--- src/rtl/alu_issue_stage.sv ---
// Issue stage in front of the combinational ALU: holds operands stable, waits an
// op-dependent settle time, then captures the ALU result and presents it downstream.
module alu_issue_stage #(
  parameter int unsigned WIDTH       = 32,
  parameter int unsigned ADDSUB_WAIT = 1,
  parameter int unsigned MULDIV_WAIT = 3
) (
  input  logic             clk,
  input  logic             rst_n,
  input  logic             in_valid,
  output logic             in_ready,
  input  logic [WIDTH-1:0] in_a,
  input  logic [WIDTH-1:0] in_b,
  input  logic [2:0]       in_op,
  output logic [WIDTH-1:0] alu_a,
  output logic [WIDTH-1:0] alu_b,
  output logic [2:0]       alu_op,
  input  logic [WIDTH-1:0] alu_c,
  input  logic             alu_z,
  output logic             out_valid,
  input  logic             out_ready,
  output logic [WIDTH-1:0] out_c,
  output logic             out_z,
  output logic             div_zero,
  output logic             busy
);

  localparam int unsigned MAX_WAIT = (MULDIV_WAIT > ADDSUB_WAIT) ? MULDIV_WAIT : ADDSUB_WAIT;
  localparam int unsigned CNT_W    = (MAX_WAIT < 2) ? 1 : $clog2(MAX_WAIT + 1);

  localparam logic [2:0] OP_MUL = 3'd3;
  localparam logic [2:0] OP_DIV = 3'd4;
  localparam logic [2:0] OP_MOD = 3'd5;

  typedef enum logic [1:0] {
    IDLE = 2'd0,
    EXEC = 2'd1,
    DONE = 2'd2
  } state_t;

  state_t           state_q, state_d;
  logic [CNT_W-1:0] cnt_q, cnt_d;
  logic [WIDTH-1:0] alu_a_q, alu_a_d;
  logic [WIDTH-1:0] alu_b_q, alu_b_d;
  logic [2:0]       alu_op_q, alu_op_d;
  logic [WIDTH-1:0] out_c_q, out_c_d;
  logic             out_z_q, out_z_d;
  logic             div_zero_q, div_zero_d;

  logic in_ready_c;
  logic accept_c;
  logic is_muldiv_c;
  logic is_divmod_c;

  assign in_ready_c  = (state_q == IDLE) || ((state_q == DONE) && out_ready);
  assign accept_c    = in_valid && in_ready_c;
  assign is_muldiv_c = (in_op == OP_MUL) || (in_op == OP_DIV) || (in_op == OP_MOD);
  assign is_divmod_c = (in_op == OP_DIV) || (in_op == OP_MOD);

  // Next-state: accept (incl. same-edge handoff from DONE), settle countdown, capture
  always_comb begin
    state_d    = state_q;
    cnt_d      = cnt_q;
    alu_a_d    = alu_a_q;
    alu_b_d    = alu_b_q;
    alu_op_d   = alu_op_q;
    out_c_d    = out_c_q;
    out_z_d    = out_z_q;
    div_zero_d = div_zero_q;

    case (state_q)
      IDLE, DONE: begin
        if ((state_q == DONE) && out_ready) begin
          state_d = IDLE;
        end
        if (accept_c) begin
          alu_a_d  = in_a;
          alu_b_d  = in_b;
          alu_op_d = in_op;
          if (is_divmod_c && (in_b == '0)) begin
            // Divide/modulo by zero never reaches the ALU settle window
            out_c_d    = '1;
            out_z_d    = 1'b0;
            div_zero_d = 1'b1;
            state_d    = DONE;
          end else begin
            cnt_d   = is_muldiv_c ? CNT_W'(MULDIV_WAIT) : CNT_W'(ADDSUB_WAIT);
            state_d = EXEC;
          end
        end
      end
      EXEC: begin
        cnt_d = cnt_q - CNT_W'(1);
        if (cnt_q == CNT_W'(1)) begin
          out_c_d    = alu_c;
          out_z_d    = alu_z;
          div_zero_d = 1'b0;
          state_d    = DONE;
        end
      end
      default: state_d = IDLE;
    endcase
  end

  always_ff @(posedge clk or negedge rst_n) begin
    if (!rst_n) begin
      state_q    <= IDLE;
      cnt_q      <= '0;
      alu_a_q    <= '0;
      alu_b_q    <= '0;
      alu_op_q   <= '0;
      out_c_q    <= '0;
      out_z_q    <= 1'b0;
      div_zero_q <= 1'b0;
    end else begin
      state_q    <= state_d;
      cnt_q      <= cnt_d;
      alu_a_q    <= alu_a_d;
      alu_b_q    <= alu_b_d;
      alu_op_q   <= alu_op_d;
      out_c_q    <= out_c_d;
      out_z_q    <= out_z_d;
      div_zero_q <= div_zero_d;
    end
  end

  assign in_ready  = in_ready_c;
  assign alu_a     = alu_a_q;
  assign alu_b     = alu_b_q;
  assign alu_op    = alu_op_q;
  assign out_c     = out_c_q;
  assign out_z     = out_z_q;
  assign div_zero  = div_zero_q;
  assign out_valid = (state_q == DONE);
  assign busy      = (state_q != IDLE);

endmodule
--- config.mk ---
export PLATFORM = sky130hd
export DESIGN_NAME = alu_issue_stage
export DESIGN_NICKNAME = d
export VERILOG_FILES = /design/src/rtl/alu_issue_stage.sv
export SDC_FILE = /design/constraint.sdc
export NUM_CORES = 1
export LEC_CHECK = 0
export BUFFER_PORTS_ARGS = -buffer_cell sky130_fd_sc_hd__buf_2
export CORE_ASPECT_RATIO = 0.75
export CORE_UTILIZATION = 50
export DETAILED_ROUTE_END_ITERATION = 10
export PLACE_DENSITY = 0.95
export SLEW_MARGIN = 0
export SYNTH_ARGS = -nofsm -noshare
export SYNTH_HDL_FRONTEND = slang
export SYNTH_SLANG_ARGS = --single-unit
--- constraint.sdc ---
create_clock -name clk -period 2.9 [get_ports clk]
set_input_delay 0.29 -clock clk [delete_from_list [all_inputs] [get_ports clk]]
set_output_delay 0.29 -clock clk [all_outputs]
set_load 0.02 [all_outputs]
After elaboration in Yosys (flattened, before gate mapping) --
Cells that the tools add are included.
Storage, ports and cells: register bits after elaboration 105, input bits 104, output and inout bits 104, logic and storage cells 57
Cells by class: $add $sub $neg 1, equal/unequal tests 11, multiplexer cells 21, reduce and logical (&&, ||, !) cells 16
Operators with widths (number):
- $mux W32 | 3
- $pmux W32 S2 | 1
- $logic_not A32 Y1 | 1
- $mux W2 | 7
- $ne A2 B2 Y1 const B | 4
- $pmux W2 S2 | 2
- $eq A3 B3 Y1 const B | 2
- $mux W1 | 6
- $eq A2 B1 Y1 const B | 2
- $logic_or A1 B1 Y1 | 4
- $pmux W1 S2 | 2
- $reduce_and A2 Y1 | 2
- $reduce_and A4 Y1 | 1
- $reduce_bool A2 Y1 | 2
- $eq A3 B2 Y1 const B | 1
- $logic_and A1 B1 Y1 | 3
- $ne A3 B3 Y1 const B | 1
- $reduce_and A3 Y1 | 1
- $eq A2 B2 Y1 const B | 1
- $logic_not A2 Y1 | 1
- $reduce_or A2 Y1 | 1
- $sub A2 B1 Y2 const B | 1

Depth between registers and ports, before layout --
Gate-level depths: netlist (run 1).
depth in word-level cells 7, depth in mapped cells 7, mapped depth without buffers 5

Worst setup path before layout (run 1) --
No wires, ideal clock.
path kind flip-flop to flip-flop, start reg state_q[0], end reg alu_b_q[10] (netlist: alu_b[10]), setup time 128 ps, arrival time 1441 ps, data required time 2772 ps, setup slack 1332 ps, stages on the path, launching flop included 6, buffers on the path 2, period minus slack after synthesis 1568 ps, cell sequence dfrtp_1 -> a21oi_4 -> nand2_2 -> buf_2 -> buf_4 -> mux2_1
Between the ends: longest elaborated chain between the ends 5, elaborated cells on any way between the ends 7, those cells by class eq/ne (1); reduce/logical (6)
RTL lines:
- start: declaration | RTL line 41 | state_t state_q, state_d;
- start signal: assignment | RTL line 116 | state_q <= state_d;
- $eq A2 B2 Y1 | RTL line 55 | assign in_ready_c = (state_q == IDLE) || ((state_q == DONE) && out_ready);
- $logic_and A1 B1 Y1 | RTL line 55
- $logic_or A1 B1 Y1 (*) | RTL line 55
- named net in_ready | RTL line 11 | output logic in_ready,
- $logic_and A1 B1 Y1 (*) | RTL line 56 | assign accept_c = in_valid && in_ready_c;
- $reduce_and A2 Y1 (no line) (*)
- end signal: assignment | RTL line 119 | alu_b_q <= alu_b_d;
- end: declaration | RTL line 44 | logic [WIDTH-1:0] alu_b_q, alu_b_d;
The timed path passes the listed nets; every way through them passes the cells marked *. A chain may end at the register's enable or synchronous reset.

Worst setup path after layout (run 1) --
start in in_b[5], end reg out_c_q[30] (netlist: out_c[30])
Between the ends: longest elaborated chain between the ends 4
RTL lines:
- start: declaration | RTL line 13 | input logic [WIDTH-1:0] in_b,
- $logic_not A32 Y1 | RTL line 80 | if (is_divmod_c && (in_b == '0)) begin
- $logic_and A1 B1 Y1 | RTL line 80
- $ne A2 B2 Y1 (no line)
- $reduce_and A4 Y1 (no line)
- end signal: assignment | RTL line 121 | out_c_q <= out_c_d;
- end: declaration | RTL line 46 | logic [WIDTH-1:0] out_c_q, out_c_d;
Every way passes these cells.

==> results.txt, run 1 <==
----------------------------------------------------
[Status]
  Run status ... finished clean

[Cells and area]
  Leading cell type in the layout, fill and taps excluded ... sky130_fd_sc_hd__buf_2
  Multi-input combinational cell area ... 0.00155 mm2
  Layout overhead on the synthesized area ... 33.1%
  Commonest cells after routing, fill and taps aside ... sky130_fd_sc_hd__buf_2 (206), sky130_fd_sc_hd__dfrtp_1 (105), sky130_fd_sc_hd__nand2_1 (70)
  FF+latch area ... 0.00263 mm2
  Diodes inserted ... 0
  Final standard cell area without fillers ... 0.00571 mm2
  Number of fill cells ... 573
  Layout cell share with drive strength beyond 1 ... 0.597
  Final standard cell count with taps included and fillers excluded ... 641
  # nets final ... 636

[Logic synthesis]
  Mean cell area of the mapped netlist ... 13.2 um2
  Synth top area cells ... sky130_fd_sc_hd__dfrtp_1 (61%), sky130_fd_sc_hd__mux2_2 (15%), sky130_fd_sc_hd__nand3_2 (6.8%)
  Area of the mapped netlist ... 0.00429 mm2
  Top-area cell type share of the netlist area ... 0.612
  Number of nets produced by synthesis ... 429
  Synth warn ... 0
  Number of flops mapped to enable cells by yosys ... 0
  Most used flip-flop cell after synthesis ... sky130_fd_sc_hd__dfrtp_1
  Post-synthesis cell count ... 324
  Count of different cell masters after synthesis ... 30
  Async S/R FF share, synth ... 1.00
  Library cell with the largest summed area after synthesis ... sky130_fd_sc_hd__dfrtp_1
  Portion of the post-synthesis area used by sequential elements ... 0.612
  Synthesis-stage register bit count ... 105

[Detailed routing]
  Drt first pass iters ... 4
  Count of routing violations after the opening detailed-route iteration ... 173
  DR vias ... 3311
  Number of remaining DRC errors ... 0
  Via count normalized by instance count ... 5.17
  Wire per inst ... 17.3 um
  Count of nets left with antenna violations after detail routing ... 0
  Total detailed-routing wirelength ... 11100 um

[Setup path]
  Category of the worst setup path capture point ... flip-flop
  Critical Path AT ... 2.19 ns
  Data required, critical path ... 3.18 ns
  Startpoint-to-endpoint class of the critical path ... in2reg
  Largest fanout on the critical path ... 19
  Critical path launch point type ... input pin

[Global route]
  First-pass GRT wire length ... 16900 um
  Vias in the first global route ... 3453
  Total routing usage reported by global routing ... 0.256
  Number of antenna violations at the first check in global routing ... 0
  Maximum number of pins on one net before global-route repair ... 59
  Leftover overflow at the end of global routing ... 0

[STA]
  Final total negative setup slack ... 0 ns
  Setup Skew ... 0.00626 ns
  Final critical-path required period ... 1.91 ns
  Final number of hold-violating endpoints ... 0
  Maximum clock frequency ... 523 MHz
  Worst rel slew slack ... 0.583
  Final setup viols ... 0
  Worst hold slack ... 0.164 ns
  Period utilization ... 0.659
  Actual slew at the worst max-slew pin ... 0.625 ns
  Final number of max-transition violations ... 0
  RSZ-0062 raised after global routing ... false

[Power]
  Power Total ... 7.00 mW
  Fraction of power consumed by combinational cells ... 0.463
  Areal power density over the cells ... 1220 mW/mm2
  Worst vdd rail ir drop ... 738 uV
  Switching power ... 2.89 mW
  Clock Power Share ... 0.164
  Sw frac ... 0.414
  Relative contribution of sequential cells to total power ... 0.373
  Leak ... 3.02 nW
  Internal power summed over all cells ... 4.10 mW

[CTS]
  Number of clock sinks ... 105
  Number of buffers between clock root and the deepest sink ... 2
  Cts hold-fix bufs ... 1
  Clock-pin transition on the worst setup and hold timing paths ... 0.06 ns
  Number of buffers inserted during clock tree synthesis ... 9
  Clock Latency Late Sink ... 0.34 ns
  Buffers inserted by post-CTS timing repair ... 0
  Clock tree from TritonCTS ... built
  Master cell of the clock root buffer ... sky130_fd_sc_hd__clkbuf_16
  Depth of the CTS H-tree ... 3
  Gates resized, CTS repair ... 0

[Job]
  Number of maximum-capacitance violations ... 0

[Place]
  Placer's final routability congestion estimate ... 0.788
  Placed Area ... 0.00542 mm2
  Port-buffer cells ... 207
  Post-detailed-placement half-perimeter wirelength ... 8490 um
  Number of cells in the design after placement ... 624

[Hold path]
  Worst hold path type ... in2reg

[Floorplan]
  Starting density of the core ... 0.530
  Die Width ... 109 um
  Standard-cell row count ... 28
  Height of the chip ... 82.2 um
  Core footprint ... 0.00809 mm2
  Die area ... 0.00896 mm2
  Count of boundary I/O pins ... 208

----------------------------------------------------
==> metal layers <==
layer  vias to the layer above  share of wire  routed length, um  GRT usage
met5                         -              0                  0          0
li1                       1523              -                  -          -
met4                         0          0.022                244     0.0932
met2                       155           0.54               5970      0.468
met3                        26          0.090               1000     0.0934
met1                      1607           0.35               3890      0.273
==> cell usage after synthesis (all sizes together), types with 2 or more instances <==
cell type and n:
nor4 8, inv 3, buf 13, nor2 2, nand2 71, mux2 68, nand3 34, dfrtp 105
o21ai 3, nor2b 2, clkbuf 4
==> power groups by stage <==
stage | Clock [mW] | Sequential (mW) | Combinational, mW
floorplan | 0 | 3.45 | 1.23
global placement | 0 | 2.55 | 3.14
detailed placement | 0 | 2.62 | 3.27
CTS | 1.17 | 2.61 | 3.27
global route | 1.23 | 2.69 | 3.48
finish | 1.15 | 2.61 | 3.24
==> path summary, 6_finish.rpt <==
check / slack, ns / end / start / cells after the start
min in group asynchronous: 0.50 / out_c[28] / rst_n / 2
max: 0.99 / out_c[30] / in_b[5] / 7
max in group asynchronous: 1.68 / alu_a[25] / rst_n / 3
max reg2reg: 1.06 / cnt_q[1] / state_q[0] / 5
min reg2reg: 0.48 / div_zero / div_zero / 2
min: 0.16 / out_c[9] / alu_c[9] / 3
==> critical path, stage by stage <==
cell and delay, ns:
sky130_fd_sc_hd__buf_2 0.11, sky130_fd_sc_hd__nor4_1 0.46, sky130_fd_sc_hd__nand4_1 0.25, sky130_fd_sc_hd__nor3_4 0.33, sky130_fd_sc_hd__nand3_4 0.30, sky130_fd_sc_hd__buf_4 0.34, sky130_fd_sc_hd__nand3_1 0.11
==> metrics by stage <==
| stage | utilization | worst slack (ns) |
|---|---|---|
| finish | 0.706 | 0.990 |
| global placement | 0.670 | 0.679 |
| floorplan | - | 1.33 |
| CTS | 0.706 | 0.979 |
| global route | 0.706 | 0.898 |
| detailed placement | 0.670 | 0.637 |
==> layout make-up <==
| class | count | area share |
|---|---|---|
| Sequential cell | 105 | 0.460 |
| Clock inverter | 4 | 0.00591 |
| Multi-Input combinational cell | 199 | 0.272 |
| Inverter | 3 | 0.00197 |
| Tap cell | 105 | 0.0230 |
| Clock buffer | 12 | 0.0431 |
| Timing Repair Buffer | 213 | 0.194 |
==> logic make-up (layout without fill, tap and decap cells) <==
kind of cell    count (synthesis)  count (layout)  share of synthesized area
simple gates                  122             122                      0.165
flops                         105             105                      0.612
mux                            69              69                      0.181
compound gates                  7               7                     0.0128
fa+ha+maj                       1               1                    0.00291
buf+inv                        20             232                     0.0262
==> registers in the layout, indices dropped and copies added (netlist names) <==
name      flops
alu_a        32
alu_b        32
out_c        32
alu_op        3
cnt_q         2
state_q       2
div_zero      1
out_z         1
(Power assumes the default switching activity.)
==> run 2: changes to the inputs <==
Settings changed: ABC_AREA from default to 1, CORE_UTILIZATION 50 to 47, PLACE_DENSITY 0.95 to 0.93.
Clock period 2.9 ns to 1.8 ns, I/O delays scaled along.
==> run 2 against run 1 <==
  * Flip-flop and latch count did not move
  * Global-route usage shrank 2.8 points
  * Clock-buffer cell count is 3 lower
  * Non-clock buffer count rose by 4
  * Critical path depth up 1
==> results.txt, run 2 <==
----------------------------------------------------
[Setup path]
  Critical path, cell by cell ... inv_1, ha_1, inv_1, nor2_1, inv_2, buf_12, nand3_1, nand2_1 (was buf_2, nor4_1, nand4_1, nor3_4, nand3_4, buf_4, nand3_1)
  Startpoint-to-endpoint class of the critical path ... reg2reg (was in2reg)
  Worst setup slack for register-to-register paths ... 0.25 ns (was 1.06 ns)
  Critical Path AT ... 1.78 ns (was 2.19 ns)
  Largest fanout on the critical path ... 23 (was 19)
  WP buf/inv ... 4 (was 2)
  Slowest stage delay, CP ... 0.39 ns (was 0.46 ns)
  Data required, critical path ... 2.03 ns (was 3.18 ns)
  Cells on worst reg2reg path ... 8 (was 5)
  Category of the worst setup path capture point ... flip-flop (unchanged)
  Launch point of the worst reg-to-reg path ... cnt_q[1] (was state_q[0])
  Cell seen most often among critical-path stages ... sky130_fd_sc_hd__inv_1
  Critical path launch point type ... flip-flop (was input pin)
  Destination of the worst register-to-register timing path ... out_c[8] (was cnt_q[1])
  Family of cells with the greatest summed delay on the critical path ... buffers and inverters (was simple AND/OR/NAND/NOR gates)
  Library cell contributing the largest single delay on the critical path ... sky130_fd_sc_hd__dfrtp_1 (was sky130_fd_sc_hd__nor4_1)

[Logic synthesis]
  Leading cell type by number of instances after synthesis ... sky130_fd_sc_hd__nand2_1 (was sky130_fd_sc_hd__dfrtp_1)
  Number of nets produced by synthesis ... 631 (was 429)
  Top-area cell type share of the netlist area ... 0.593 (was 0.612)
  Synth top area cells ... sky130_fd_sc_hd__dfrtp_1 (59%), sky130_fd_sc_hd__nand2_1 (22%), sky130_fd_sc_hd__nand3_1 (4.6%) (was sky130_fd_sc_hd__dfrtp_1 (61%), sky130_fd_sc_hd__mux2_2 (15%), sky130_fd_sc_hd__nand3_2 (6.8%))
  Arithmetic-cell share of the synthesized area counting full adders, half adders and majority gates ... 0.00282 (was 0.00292)
  Mean cell area of the mapped netlist ... 8.42 um2 (was 13.2 um2)
  Area of the mapped netlist ... 0.00443 mm2 (was 0.00429 mm2)
  Count of different cell masters after synthesis ... 21 (was 30)
  Combinational family with the most area after synthesis ... simple AND/OR/NAND/NOR gates (was multiplexers)
  Most used flip-flop cell after synthesis ... sky130_fd_sc_hd__dfrtp_1 (unchanged)
  Library cell with the largest summed area after synthesis ... sky130_fd_sc_hd__dfrtp_1 (unchanged)
  Number of flops mapped to enable cells by yosys ... 0 (unchanged)
  Async S/R FF share, synth ... 1.00 (unchanged)
  Share of synthesized area spent on multiplexers ... 0 (was 0.181)
  Post-Synth XOR/XNOR Area ... 0 (unchanged)
  Fraction of the mapped netlist area in compound gates ... 0.0175 (was 0.0128)
  Most instantiated cells after synthesis ... sky130_fd_sc_hd__nand2_1 (265), sky130_fd_sc_hd__dfrtp_1 (105), sky130_fd_sc_hd__nand3_1 (41), sky130_fd_sc_hd__or2_2 (32), sky130_fd_sc_hd__nor2_1 (20) (was sky130_fd_sc_hd__dfrtp_1 (105), sky130_fd_sc_hd__nand2_1 (70), sky130_fd_sc_hd__mux2_2 (59), sky130_fd_sc_hd__nand3_2 (29))
  Portion of the post-synthesis area used by sequential elements ... 0.593 (was 0.612)
  Synthesis-stage register bit count ... 105 (unchanged)
  Post-Synth Simple-Gate Area ... 0.338 (was 0.165)
  Synth warn ... 0 (unchanged)
  Post-synthesis cell count ... 526 (was 324)

[Place]
  Number of cells in the design after placement ... 843 (was 624)
  Post-detailed-placement half-perimeter wirelength ... 7930 um (was 8490 um)
  Placer's final routability congestion estimate ... 0.775 (was 0.788)
  Port-buffer cells ... 207 (unchanged)

[STA]
  Final number of max-transition violations ... 0 (unchanged)
  Actual slew at the worst max-slew pin ... 0.534 ns (was 0.625 ns)
  Period utilization ... 0.864
  Maximum clock frequency ... 643 MHz
  Final critical-path required period ... 1.55 ns
  Final total negative setup slack ... 0 ns (unchanged)
  Setup Skew ... 0.00500 ns (was 0.00626 ns)
  Worst rel slew slack ... 0.644 (was 0.583)
  Final setup viols ... 0 (unchanged)
  Worst hold slack ... 0.0323 ns (was 0.164 ns)
  Final number of hold-violating endpoints ... 0 (unchanged)
  RSZ-0062 raised after global routing ... false (unchanged)

[CTS]
  Clock-pin transition on the worst setup and hold timing paths ... 0.07 ns (was 0.06 ns)
  Number of buffers inserted during clock tree synthesis ... 9 (unchanged)
  Buffers inserted by post-CTS timing repair ... 0 (unchanged)
  Clock Latency Late Sink ... 0.34 ns (about the same)
  Depth of the CTS H-tree ... 3 (unchanged)
  Clock tree from TritonCTS ... built (unchanged)
  Master cell of the clock root buffer ... sky130_fd_sc_hd__clkbuf_16 (unchanged)
  Number of buffers between clock root and the deepest sink ... 2 (unchanged)
  Number of clock sinks ... 105 (unchanged)

[Detailed routing]
  Total detailed-routing wirelength ... 11000 um (was 11100 um)
  Via count normalized by instance count ... 4.71 (was 5.17)
  Wire per inst ... 12.8 um (was 17.3 um)
  Number of remaining DRC errors ... 0 (unchanged)
  Drt first pass iters ... 5 (was 4)
  Count of nets left with antenna violations after detail routing ... 0 (unchanged)
  DR vias ... 4049 (was 3311)
  Count of routing violations after the opening detailed-route iteration ... 212 (was 173)

[Floorplan]
  Count of boundary I/O pins ... 208 (unchanged)
  Standard-cell row count ... 30 (was 28)
  Core footprint ... 0.00908 mm2 (was 0.00809 mm2)
  Die Width ... 114 um (was 109 um)
  Die area ... 0.00982 mm2 (was 0.00896 mm2)
  Height of the chip ... 86.1 um (was 82.2 um)
  Starting density of the core ... 0.488 (was 0.530)

[Status]
  Run status ... finished clean (unchanged)

[Global route]
  Maximum number of pins on one net before global-route repair ... 106 (was 59)
  Number of antenna violations at the first check in global routing ... 0 (unchanged)
  Leftover overflow at the end of global routing ... 0 (unchanged)
  Vias in the first global route ... 3674 (was 3453)
  First-pass GRT wire length ... 17300 um (was 16900 um)
  Total routing usage reported by global routing ... 0.228 (was 0.256)

[Power]
  Leak ... 3.42 nW (was 3.02 nW)
  Worst vdd rail ir drop ... 1150 uV (was 738 uV)
  Areal power density over the cells ... 1950 mW/mm2 (was 1220 mW/mm2)

[Cells and area]
  Leading cell type in the layout, fill and taps excluded ... sky130_fd_sc_hd__nand2_1 (was sky130_fd_sc_hd__buf_2)
  Layout cell share with drive strength beyond 1 ... 0.371 (was 0.597)
  Final cell utilization of the core ... 0.654 (was 0.706)
  Diodes inserted ... 0 (unchanged)
  Multi-input combinational cell area ... 0.00160 mm2 (was 0.00155 mm2)
  # nets final ... 832 (was 636)
  Final standard cell count with taps included and fillers excluded ... 859 (was 641)
  Commonest cells after routing, fill and taps aside ... sky130_fd_sc_hd__nand2_1 (264), sky130_fd_sc_hd__buf_2 (206), sky130_fd_sc_hd__dfrtp_1 (105) (was sky130_fd_sc_hd__buf_2 (206), sky130_fd_sc_hd__dfrtp_1 (105), sky130_fd_sc_hd__nand2_1 (70))
  FF+latch area ... 0.00263 mm2 (unchanged)
  Number of fill cells ... 763 (was 573)
  Layout overhead on the synthesized area ... 34.1% (was 33.1%)

[Hold path]
  Hold Path Stages ... 3 (unchanged)
  Hold Crit Start ... in_a[29] (was alu_c[9])
  Worst hold path type ... in2reg (unchanged)
  Hold path endpoint ... alu_a[29] (was out_c[9])

[Job]
  Number of maximum-capacitance violations ... 0 (unchanged)

----------------------------------------------------
run 2: cell count changes in the layout (fill, tap and decap cells not counted), sizes merged, moves of 2 or more:
cell    change
nor2b       -2
inv        +13
mux2       -68
nor4        -8
nand2     +196
clkbuf      -3
nor2       +19
o21ai       +7
buf         +4
bufinv      +3
or2        +31
nand3       +7
run 2: area by class of cell:
type / count / area share
Tap cell: 128 / 0.0270
Inverter: 18 / 0.0114
Clock buffer: 9 / 0.0379
Clock inverter: 6 / 0.0181
Sequential cell: 105 / 0.442
Timing Repair Buffer: 217 / 0.194
Multi-Input combinational cell: 376 / 0.269
run 2: logic make-up after synthesis:
kind of cell,after synthesis
flip-flops,105
adder cells (fa/ha/maj),1
AND/OR/NAND/NOR,361
buffers and inverters,45
AO/OA/AOI/OAI,14
run 2: how the worst max path moves through the flow:
stage	slack, ns	startpoint	endpoint	depth (start not counted)
final	0.25	cnt_q[1]	out_c[8]	8
after global placement	0.29	in_b[29]	out_c[8]	10
after detailed placement	0.19	cnt_q[1]	out_c[8]	8
after CTS	0.16	cnt_q[1]	out_c[8]	8
after global routing	0.09	cnt_q[1]	out_c[8]	8
after floorplan	0.31	state_q[1]	out_c[24]	7
run 2: power breakdown:
group	total (mW)	internal [mW]	switching, mW
Clock	2.16	1.35	0.817
Combinational	5.27	1.80	3.47
Sequential	4.14	3.52	0.616
run 2: worst reg2reg max path, stage by stage, from the launching register on:
cell                      delay [ns]
sky130_fd_sc_hd__dfrtp_1        0.39
sky130_fd_sc_hd__inv_1          0.07
sky130_fd_sc_hd__ha_1           0.17
sky130_fd_sc_hd__inv_1          0.06
sky130_fd_sc_hd__nor2_1         0.21
sky130_fd_sc_hd__inv_2          0.19
sky130_fd_sc_hd__buf_12         0.21
sky130_fd_sc_hd__nand3_1        0.09
sky130_fd_sc_hd__nand2_1        0.06
run 2: timing repair:
action / in CTS / in global routing
endpoints found under the hold margin: 105 / 0
endpoints found under the setup margin: 0 / 2
hold buffers: 1 / 0
resized for setup: 0 / 1
run 2: through the flow:
stage	setup WS [ns]	total power, mW	area, um2
2_1_floorplan	0.309	7.56	4430
6_report	0.245	11.6	5940
4_1_cts	0.164	11.6	5930
3_3_place_gp	0.291	9.26	5590
3_5_place_dp	0.195	9.44	5590
5_1_grt	0.0858	12.3	5940
run 2: layer usage:
layer / vias to the layer above / routed length (um) / track usage
met4: 0 / 151 / 0.0720
met3: 16 / 766 / 0.0629
met1: 1864 / 4780 / 0.290
li1: 2013 / - / -
met2: 156 / 5290 / 0.379
met5: - / 0 / 0
